==> src/rtl/decode_ctrl_unit.sv <==
// Decode-stage control: main decoder, branch comparator, immediate extender and sticky illegal flag.
// Optional: define DCU_REGIMM_EN to decode opcode 000001 (bltz/bgez); otherwise that opcode is illegal.
module decode_ctrl_unit (
  input  logic        Clk,
  input  logic        Reset,
  input  logic [31:0] InstrD,
  input  logic [31:0] ForwardD1,
  input  logic [31:0] ForwardD2,
  output logic [31:0] Imm32,
  output logic        Equal,
  output logic        LTZ,
  output logic        EQZ,
  output logic        NPCOp,
  output logic [1:0]  PCSrc,
  output logic [1:0]  ExtOp,
  output logic [1:0]  A3Sel,
  output logic        GenD,
  output logic        MD,
  output logic        D1Use,
  output logic        D2Use,
  output logic        IllegalNow,
  output logic        Illegal
);

  localparam logic [5:0] OP_SPECIAL = 6'b000000;
  localparam logic [5:0] OP_REGIMM  = 6'b000001;
  localparam logic [5:0] OP_J       = 6'b000010;
  localparam logic [5:0] OP_JAL     = 6'b000011;
  localparam logic [5:0] OP_BEQ     = 6'b000100;
  localparam logic [5:0] OP_BNE     = 6'b000101;
  localparam logic [5:0] OP_BLEZ    = 6'b000110;
  localparam logic [5:0] OP_BGTZ    = 6'b000111;
  localparam logic [5:0] OP_ADDI    = 6'b001000;
  localparam logic [5:0] OP_ADDIU   = 6'b001001;
  localparam logic [5:0] OP_SLTI    = 6'b001010;
  localparam logic [5:0] OP_SLTIU   = 6'b001011;
  localparam logic [5:0] OP_ANDI    = 6'b001100;
  localparam logic [5:0] OP_ORI     = 6'b001101;
  localparam logic [5:0] OP_XORI    = 6'b001110;
  localparam logic [5:0] OP_LUI     = 6'b001111;
  localparam logic [5:0] OP_LB      = 6'b100000;
  localparam logic [5:0] OP_LH      = 6'b100001;
  localparam logic [5:0] OP_LW      = 6'b100011;
  localparam logic [5:0] OP_LBU     = 6'b100100;
  localparam logic [5:0] OP_LHU     = 6'b100101;
  localparam logic [5:0] OP_SB      = 6'b101000;
  localparam logic [5:0] OP_SH      = 6'b101001;
  localparam logic [5:0] OP_SW      = 6'b101011;

  localparam logic [5:0] FN_SLL     = 6'b000000;
  localparam logic [5:0] FN_SRL     = 6'b000010;
  localparam logic [5:0] FN_SRA     = 6'b000011;
  localparam logic [5:0] FN_SLLV    = 6'b000100;
  localparam logic [5:0] FN_SRLV    = 6'b000110;
  localparam logic [5:0] FN_SRAV    = 6'b000111;
  localparam logic [5:0] FN_JR      = 6'b001000;
  localparam logic [5:0] FN_JALR    = 6'b001001;
  localparam logic [5:0] FN_MFHI    = 6'b010000;
  localparam logic [5:0] FN_MTHI    = 6'b010001;
  localparam logic [5:0] FN_MFLO    = 6'b010010;
  localparam logic [5:0] FN_MTLO    = 6'b010011;
  localparam logic [5:0] FN_MULT    = 6'b011000;
  localparam logic [5:0] FN_MULTU   = 6'b011001;
  localparam logic [5:0] FN_DIV     = 6'b011010;
  localparam logic [5:0] FN_DIVU    = 6'b011011;
  localparam logic [5:0] FN_ADDU    = 6'b100001;
  localparam logic [5:0] FN_SUBU    = 6'b100011;
  localparam logic [5:0] FN_AND     = 6'b100100;
  localparam logic [5:0] FN_OR      = 6'b100101;
  localparam logic [5:0] FN_XOR     = 6'b100110;
  localparam logic [5:0] FN_NOR     = 6'b100111;
  localparam logic [5:0] FN_SLT     = 6'b101010;
  localparam logic [5:0] FN_SLTU    = 6'b101011;

  localparam logic [4:0] RT_BLTZ    = 5'b00000;
  localparam logic [4:0] RT_BGEZ    = 5'b00001;

  localparam logic [1:0] PCSRC_PC4  = 2'b00;
  localparam logic [1:0] PCSRC_NPC  = 2'b01;
  localparam logic [1:0] PCSRC_RS   = 2'b10;

  localparam logic [1:0] EXT_ZERO   = 2'b00;
  localparam logic [1:0] EXT_SIGN   = 2'b01;
  localparam logic [1:0] EXT_HIGH   = 2'b10;

  localparam logic [1:0] A3_NONE    = 2'b00;
  localparam logic [1:0] A3_RA      = 2'b01;
  localparam logic [1:0] A3_RD      = 2'b10;
  localparam logic [1:0] A3_RT      = 2'b11;

  logic [5:0]  op_s;
  logic [4:0]  rt_s;
  logic [5:0]  funct_s;
  logic [15:0] imm16_s;
  logic        equal_s;
  logic        ltz_s;
  logic        eqz_s;
  logic        npc_op_s;
  logic [1:0]  pc_src_s;
  logic [1:0]  ext_op_s;
  logic [1:0]  a3_sel_s;
  logic        gen_d_s;
  logic        md_s;
  logic        d1_use_s;
  logic        d2_use_s;
  logic        illegal_now_s;
  logic        illegal_r;

  // Extension code 11 is never produced by the decoder but falls back to sign-extension.
  function automatic logic [31:0] extend_imm(input logic [15:0] imm, input logic [1:0] sel);
    logic [31:0] res;
    case (sel)
      EXT_ZERO: res = {16'h0000, imm};
      EXT_HIGH: res = {imm, 16'h0000};
      default:  res = {{16{imm[15]}}, imm};
    endcase
    return res;
  endfunction

  function automatic logic [1:0] take_if(input logic cond);
    logic [1:0] res;
    if (cond) begin
      res = PCSRC_NPC;
    end else begin
      res = PCSRC_PC4;
    end
    return res;
  endfunction

  assign op_s    = InstrD[31:26];
  assign rt_s    = InstrD[20:16];
  assign funct_s = InstrD[5:0];
  assign imm16_s = InstrD[15:0];

  // Branch comparator on the forwarded register values.
  always_comb begin
    equal_s = (ForwardD1 == ForwardD2);
    ltz_s   = ForwardD1[31];
    eqz_s   = (ForwardD1 == 32'h0000_0000);
  end

  // Main decoder: every path starts from the defaults and only overrides what it needs.
  always_comb begin
    npc_op_s      = 1'b0;
    pc_src_s      = PCSRC_PC4;
    ext_op_s      = EXT_SIGN;
    a3_sel_s      = A3_NONE;
    gen_d_s       = 1'b0;
    md_s          = 1'b0;
    d1_use_s      = 1'b0;
    d2_use_s      = 1'b0;
    illegal_now_s = 1'b0;
    case (op_s)
      OP_SPECIAL: begin
        case (funct_s)
          FN_ADDU, FN_SUBU, FN_AND, FN_OR, FN_XOR, FN_NOR, FN_SLT, FN_SLTU,
          FN_SLL, FN_SRL, FN_SRA, FN_SLLV, FN_SRLV, FN_SRAV: begin
            a3_sel_s = A3_RD;
          end
          FN_MFHI, FN_MFLO: begin
            a3_sel_s = A3_RD;
            md_s     = 1'b1;
          end
          FN_MTHI, FN_MTLO, FN_MULT, FN_MULTU, FN_DIV, FN_DIVU: begin
            md_s = 1'b1;
          end
          FN_JR: begin
            pc_src_s = PCSRC_RS;
            d1_use_s = 1'b1;
          end
          FN_JALR: begin
            pc_src_s = PCSRC_RS;
            d1_use_s = 1'b1;
            a3_sel_s = A3_RD;
            gen_d_s  = 1'b1;
          end
          default: begin
            illegal_now_s = 1'b1;
          end
        endcase
      end
      OP_ADDI, OP_ADDIU, OP_SLTI, OP_SLTIU, OP_LB, OP_LH, OP_LW, OP_LBU, OP_LHU: begin
        a3_sel_s = A3_RT;
        ext_op_s = EXT_SIGN;
      end
      OP_ANDI, OP_ORI, OP_XORI: begin
        a3_sel_s = A3_RT;
        ext_op_s = EXT_ZERO;
      end
      OP_LUI: begin
        a3_sel_s = A3_RT;
        ext_op_s = EXT_HIGH;
      end
      OP_SB, OP_SH, OP_SW: begin
        ext_op_s = EXT_SIGN;
      end
      OP_BEQ: begin
        d1_use_s = 1'b1;
        d2_use_s = 1'b1;
        pc_src_s = take_if(equal_s);
      end
      OP_BNE: begin
        d1_use_s = 1'b1;
        d2_use_s = 1'b1;
        pc_src_s = take_if(!equal_s);
      end
      OP_BLEZ: begin
        d1_use_s = 1'b1;
        pc_src_s = take_if(ltz_s | eqz_s);
      end
      OP_BGTZ: begin
        d1_use_s = 1'b1;
        pc_src_s = take_if(!(ltz_s | eqz_s));
      end
`ifdef DCU_REGIMM_EN
      OP_REGIMM: begin
        case (rt_s)
          RT_BLTZ: begin
            d1_use_s = 1'b1;
            pc_src_s = take_if(ltz_s);
          end
          RT_BGEZ: begin
            d1_use_s = 1'b1;
            pc_src_s = take_if(!ltz_s);
          end
          default: begin
            illegal_now_s = 1'b1;
          end
        endcase
      end
`else
      OP_REGIMM: begin
        illegal_now_s = 1'b1;
      end
`endif
      OP_J: begin
        npc_op_s = 1'b1;
        pc_src_s = PCSRC_NPC;
      end
      OP_JAL: begin
        npc_op_s = 1'b1;
        pc_src_s = PCSRC_NPC;
        a3_sel_s = A3_RA;
        gen_d_s  = 1'b1;
      end
      default: begin
        illegal_now_s = 1'b1;
      end
    endcase
  end

  // Sticky illegal flag; reset has priority over a simultaneous illegal instruction.
  always_ff @(posedge Clk) begin
    if (!Reset) begin
      illegal_r <= 1'b0;
    end else begin
      illegal_r <= illegal_r | illegal_now_s;
    end
  end

  assign Imm32      = extend_imm(imm16_s, ext_op_s);
  assign Equal      = equal_s;
  assign LTZ        = ltz_s;
  assign EQZ        = eqz_s;
  assign NPCOp      = npc_op_s;
  assign PCSrc      = pc_src_s;
  assign ExtOp      = ext_op_s;
  assign A3Sel      = a3_sel_s;
  assign GenD       = gen_d_s;
  assign MD         = md_s;
  assign D1Use      = d1_use_s;
  assign D2Use      = d2_use_s;
  assign IllegalNow = illegal_now_s;
  assign Illegal    = illegal_r;

endmodule

==> config.mk <==
export PLATFORM = sky130hd
export DESIGN_NAME = decode_ctrl_unit
export DESIGN_NICKNAME = d
export VERILOG_FILES = /design/src/rtl/decode_ctrl_unit.sv
export SDC_FILE = /design/constraint.sdc
export NUM_CORES = 1
export LEC_CHECK = 0
export ABC_AREA = 1
export CAP_MARGIN = 20
export CORE_ASPECT_RATIO = 1.5
export CORE_UTILIZATION = 29
export DETAILED_ROUTE_END_ITERATION = 10
export PLACE_DENSITY_LB_ADDON = 0.2
export SYNTH_ARGS = -nofsm -noshare
export SYNTH_HDL_FRONTEND = slang
export SYNTH_SLANG_ARGS = --single-unit
==> constraint.sdc <==
create_clock -name Clk -period 1.3 [get_ports Clk]
set_input_delay 0.26 -clock Clk [delete_from_list [all_inputs] [get_ports Clk]]
set_output_delay 0.26 -clock Clk [all_outputs]
set_load 0.005 [all_outputs]
======== After elaboration in Yosys (flattened, before gate mapping) ========
Cells that the tools add are included.
operators by class
  bitwise gates (word level) .............. 2
  reduce and logical (&&, ||, !) cells .... 14
  multiplexer cells ....................... 20
  eq/ne operators ......................... 47
operator list
  kind                count
  $eq 6x6->1 const B  16
  $pmux 32 s2         1
  $eq 6x4->1 const B  10
  $eq 6x5->1 const B  8
  $eq 6x3->1 const B  7
  $eq 32x32->1        1
  $logic_not 32->1    1
  $eq 6x2->1 const B  4
  $reduce_or 24->1    1
  $reduce_or 22->1    1
  $reduce_or 17->1    1
  $reduce_or 13->1    1
  $logic_not 6->1     2
  $pmux 2 s6          1
  $mux 1              11
  $reduce_or 8->1     1
  $pmux 1 s2          3
  $pmux 2 s3          1
  $reduce_or 2->1     3
  $mux 2              2
  $pmux 2 s2          1
  $reduce_or 4->1     1
  $reduce_or 3->1     1
  $eq 2x2->1 const B  1
  other kinds (2)     3
storage, ports and cells
  logic and storage cells ................. 84
  input bits .............................. 98
  bits in registers ....................... 1

======== Depth between registers and ports, before layout ========
  depth after elaboration ................. 5
  mapped depth ............................ 11
  depth with buffers taken out ............ 11

======== Worst setup path after synthesis ========
No wires, ideal clock.
  path kind ............................... input port to output port
  start point ............................. input port InstrD[2]
  end point ............................... output port A3Sel[1]
  required time ........................... 1.040 ns
  slack ................................... 0.018 ns
  arrival ................................. 1.022 ns
  cell stages on the path ................. 8
  cells stage by stage .................... inv_1 -> nand4_2 -> or2_1 -> nand2_1 -> nor2_1 -> nand3_1 -> nand2_1 -> nand2_1
between the ends
  word-level cells in the longest chain between the ends .. 4
RTL lines
  what                                   RTL line  text
  start: declaration                     6         input logic [31:0] InstrD,
  $eq 6x4->1 (tied with other cells)     155       case (funct_s)
  $reduce_or 17->1 (no source line) (*)  -
  $mux 2 (*)                             155
  $pmux 2 s3 (*)                         153       case (op_s)
  end: declaration                       16        output logic [1:0] A3Sel,
Mark *: on every way between the ends. The rest lies on a longest branch, timed or not.

======== Worst setup path in the final report ========
  start point ............................. input port InstrD[31]
  end point ............................... output port IllegalNow
between the ends
  word-level cells in the longest chain between the ends .. 3
RTL lines
  what                                RTL line  text
  $eq 6x3->1 (tied with other cells)  153
  $reduce_or 22->1 (no source line)   -
  $pmux 1 s2 (*)                      153
  end: declaration                    21        output logic IllegalNow,
Marks and branches as above.

==> metrics <==
dpl cell area roughly 3000 sq um; startpoint types primary input; Nets between 500 and 600; area grow syn2layout 161%; chip height 86.5 microns; Lkg Pwr 1.88 nW; Max VDD drop between 0.15 and 0.2 mV; largest net degree at the start of global routing 9; Placeable Area 4540 sq um; Worst-Skew Late Latency 0 ns; Reg area ~20 sq um; failing checks setup timing; R2R setup slack approximately 0.67 ns; Crit Path Class in -> out; WP buf/inv 5; Final Slew Violations 0; Setup Viol. Count Final 46; area of the multi-input gates 1510 sq um; post-synthesis sequential area ratio 0.0145; met3 Usage GRT 0.0448; Netlist cell types 25; crit path DAT 1.36 ns; fin crit period 1.62 ns; DR vias around 2500; RSZ-0062 raised after global routing yes; Sum Neg Setup Slack -10.80 ns; worst-path fanout max 4; Power, Total roughly 0.0010 W; Yosys reg bits 1; DRC Markers 0; GR Util met2 0.567; power per cell area 288 nW/um^2; syn_nets approximately 380; final hold vios 0; met1 Use GR 0.200; Avg Synthesized Cell Area 4.96 sq um; fmax between 600 and 700 MHz; # hold bufs at CTS 0; CP endpoint kind output port; max reg flops 1; worst-path cell chain buf_8, nor2_4, buf_12, buf_8, inv_6, nor2_4, nand3_2, nor2_1, nand3_1, nand2_1, buf_2; hold path cells 4; HPWL after DPL between 4 and 5 mm; total gr overflow 0; Mapped Area approximately 1400 sq um; vias in the first global route ~2500; worst-case reg-to-reg path depth 4; WHS roughly 0.54 ns; antenna violations before repair 0; # IOs ~150; all-layer global routing usage 0.245; Hold EP Illegal; reg2reg start Illegal; Worst-path clk slew 0 ns; status complete, but fails checks; CP top delay family simple AND/OR/NAND/NOR gates; Die ar. just over 5000 sq um; Via density around 4.6; Mapped Cells 278; fin crit share 1.25; first-pass GRT wire length just over 10 mm; placed insts between 500 and 600; num rows 30; Critical Path RT between 1 and 1.5 ns; Hold Crit Start Illegal; Die X 58.3 microns; DR pass1 iterations 4; final WL between 6 and 7 mm; drt wl/cell roughly 13 microns; worst slew pin tran between 0.2 and 0.25 ns; Yosys warnings 0; Rel. slew slack 0.842; Max Cap Viol 0; Final Skew 0 ns; Finished Layout Cells approximately 540; PortBufs roughly 140; Reg-to-Reg End Illegal; CP max stage cell nor2_4; Hold WC Path Type reg -> reg; GRT busiest layer met2; initial core utilization 0.304; diode count 0; final instance area between 3000 and 4000 sq um; Detailed Route Iter0 Violations 38; max incr delay on CP roughly 0.15 ns; Filler cells 338; Final GP Congestion just over 0.8; final worst-path setup slack -0.323 ns; layout cells sized above 1 0.646; ANT nets after route 0
cells in the mapped netlist (all sizes together):
cell	instances	area, sq um
buf	5	40.0
a21oi	1	5.00
o211ai	1	7.51
dfxtp	1	20.0
nand4	6	43.8
nor3	2	10.0
nand2	75	284
nor2	69	303
xnor2	23	201
or2	1	6.26
and3	1	6.26
nand3	21	118
o21ai	21	143
inv	51	191
metal layers:
metal | wire length (microns) | part of all wire
met3 | 518 | 0.076
met5 | 0 | 0
met2 | 4100 | 0.60
met4 | 64 | 0.0094
met1 | 2120 | 0.31
cells by family (layout without fill, tap and decap cells):
group,after synthesis,in the layout,share of synthesized area
and+or+nand+nor,175,175,0.559
buffers and inverters,56,253,0.168
AOI/OAI and AO/OA,23,23,0.113
xor gates and xnor gates,23,23,0.146
DFF,1,1,0.0145
layout make-up:
cell class | instances | share of cell area
sequential | 1 | 0.00555
inverter | 51 | 0.0587
tap | 64 | 0.0222
timing repair inverter | 1 | 0.00312
multi-input combinational | 221 | 0.418
timing repair buffer | 201 | 0.492
metrics by stage:
stage	setup WS (ns)	util
after CTS	-0.327	0.735
after detailed placement	-1.06	0.668
after global placement	-1.04	0.668
after floorplan	0.0183	-
final	-0.323	0.794
after global routing	-0.377	0.794
placed cells by master, fill, tap and decap left out, types with 2 or more instances in the layout:
cell type / n
buf_6: 62
xnor2_1: 12
nand3_4: 2
xnor2_2: 11
nand2_1: 64
o21ai_2: 17
buf_12: 8
inv_1: 28
o21ai_1: 2
nand3_2: 6
buf_8: 6
clkdlybuf4s50_1: 12
dlygate4sd2_1: 2
nor2_1: 25
nand2_4: 2
inv_2: 20
buf_4: 44
nand3_1: 13
nand2_2: 9
clkbuf_2: 2
nor2_2: 27
nor2_4: 16
buf_2: 64
nand4_1: 5
where the power goes:
group	leakage (nW)	internal [W]	total, W	switching (W)
sequential	0.00842	0.0000343	0.0000357	0.00000139
combinational	1.87	0.000581	0.00100	0.000423
clock	0	0	0	0
total	1.88	0.000615	0.00104	0.000425
how the worst max path moves through the flow:
stage                  startpoint          to  slack, ns  cells past startpoint
floorplan               InstrD[2]    A3Sel[1]       0.02                      8
global placement        InstrD[4]    A3Sel[1]      -1.04                     10
detailed placement     InstrD[27]  IllegalNow      -1.06                      9
CTS                    InstrD[30]   Imm32[22]      -0.33                     10
global route        ForwardD2[18]    PCSrc[0]      -0.38                     13
finish                 InstrD[31]  IllegalNow      -0.32                     11
repair_timing:
| action | in CTS | in global routing |
|---|---|---|
| cloned | 4 | 0 |
| setup buffers | 30 | 6 |
| pin swaps | 117 | 51 |
| resized for setup | 597 | 104 |
| setup endpoints to repair | 48 | 46 |
worst register-to-register path: cells and delay by family, from the launching register on:
| family | cells | cell delay (ns) |
|---|---|---|
| flip-flops | 1 | 0.29 |
| AND/OR/NAND/NOR | 2 | 0.13 |
| buffers and inverters | 2 | 0.09 |
Note: power is estimated with default switching activity, not from simulation.
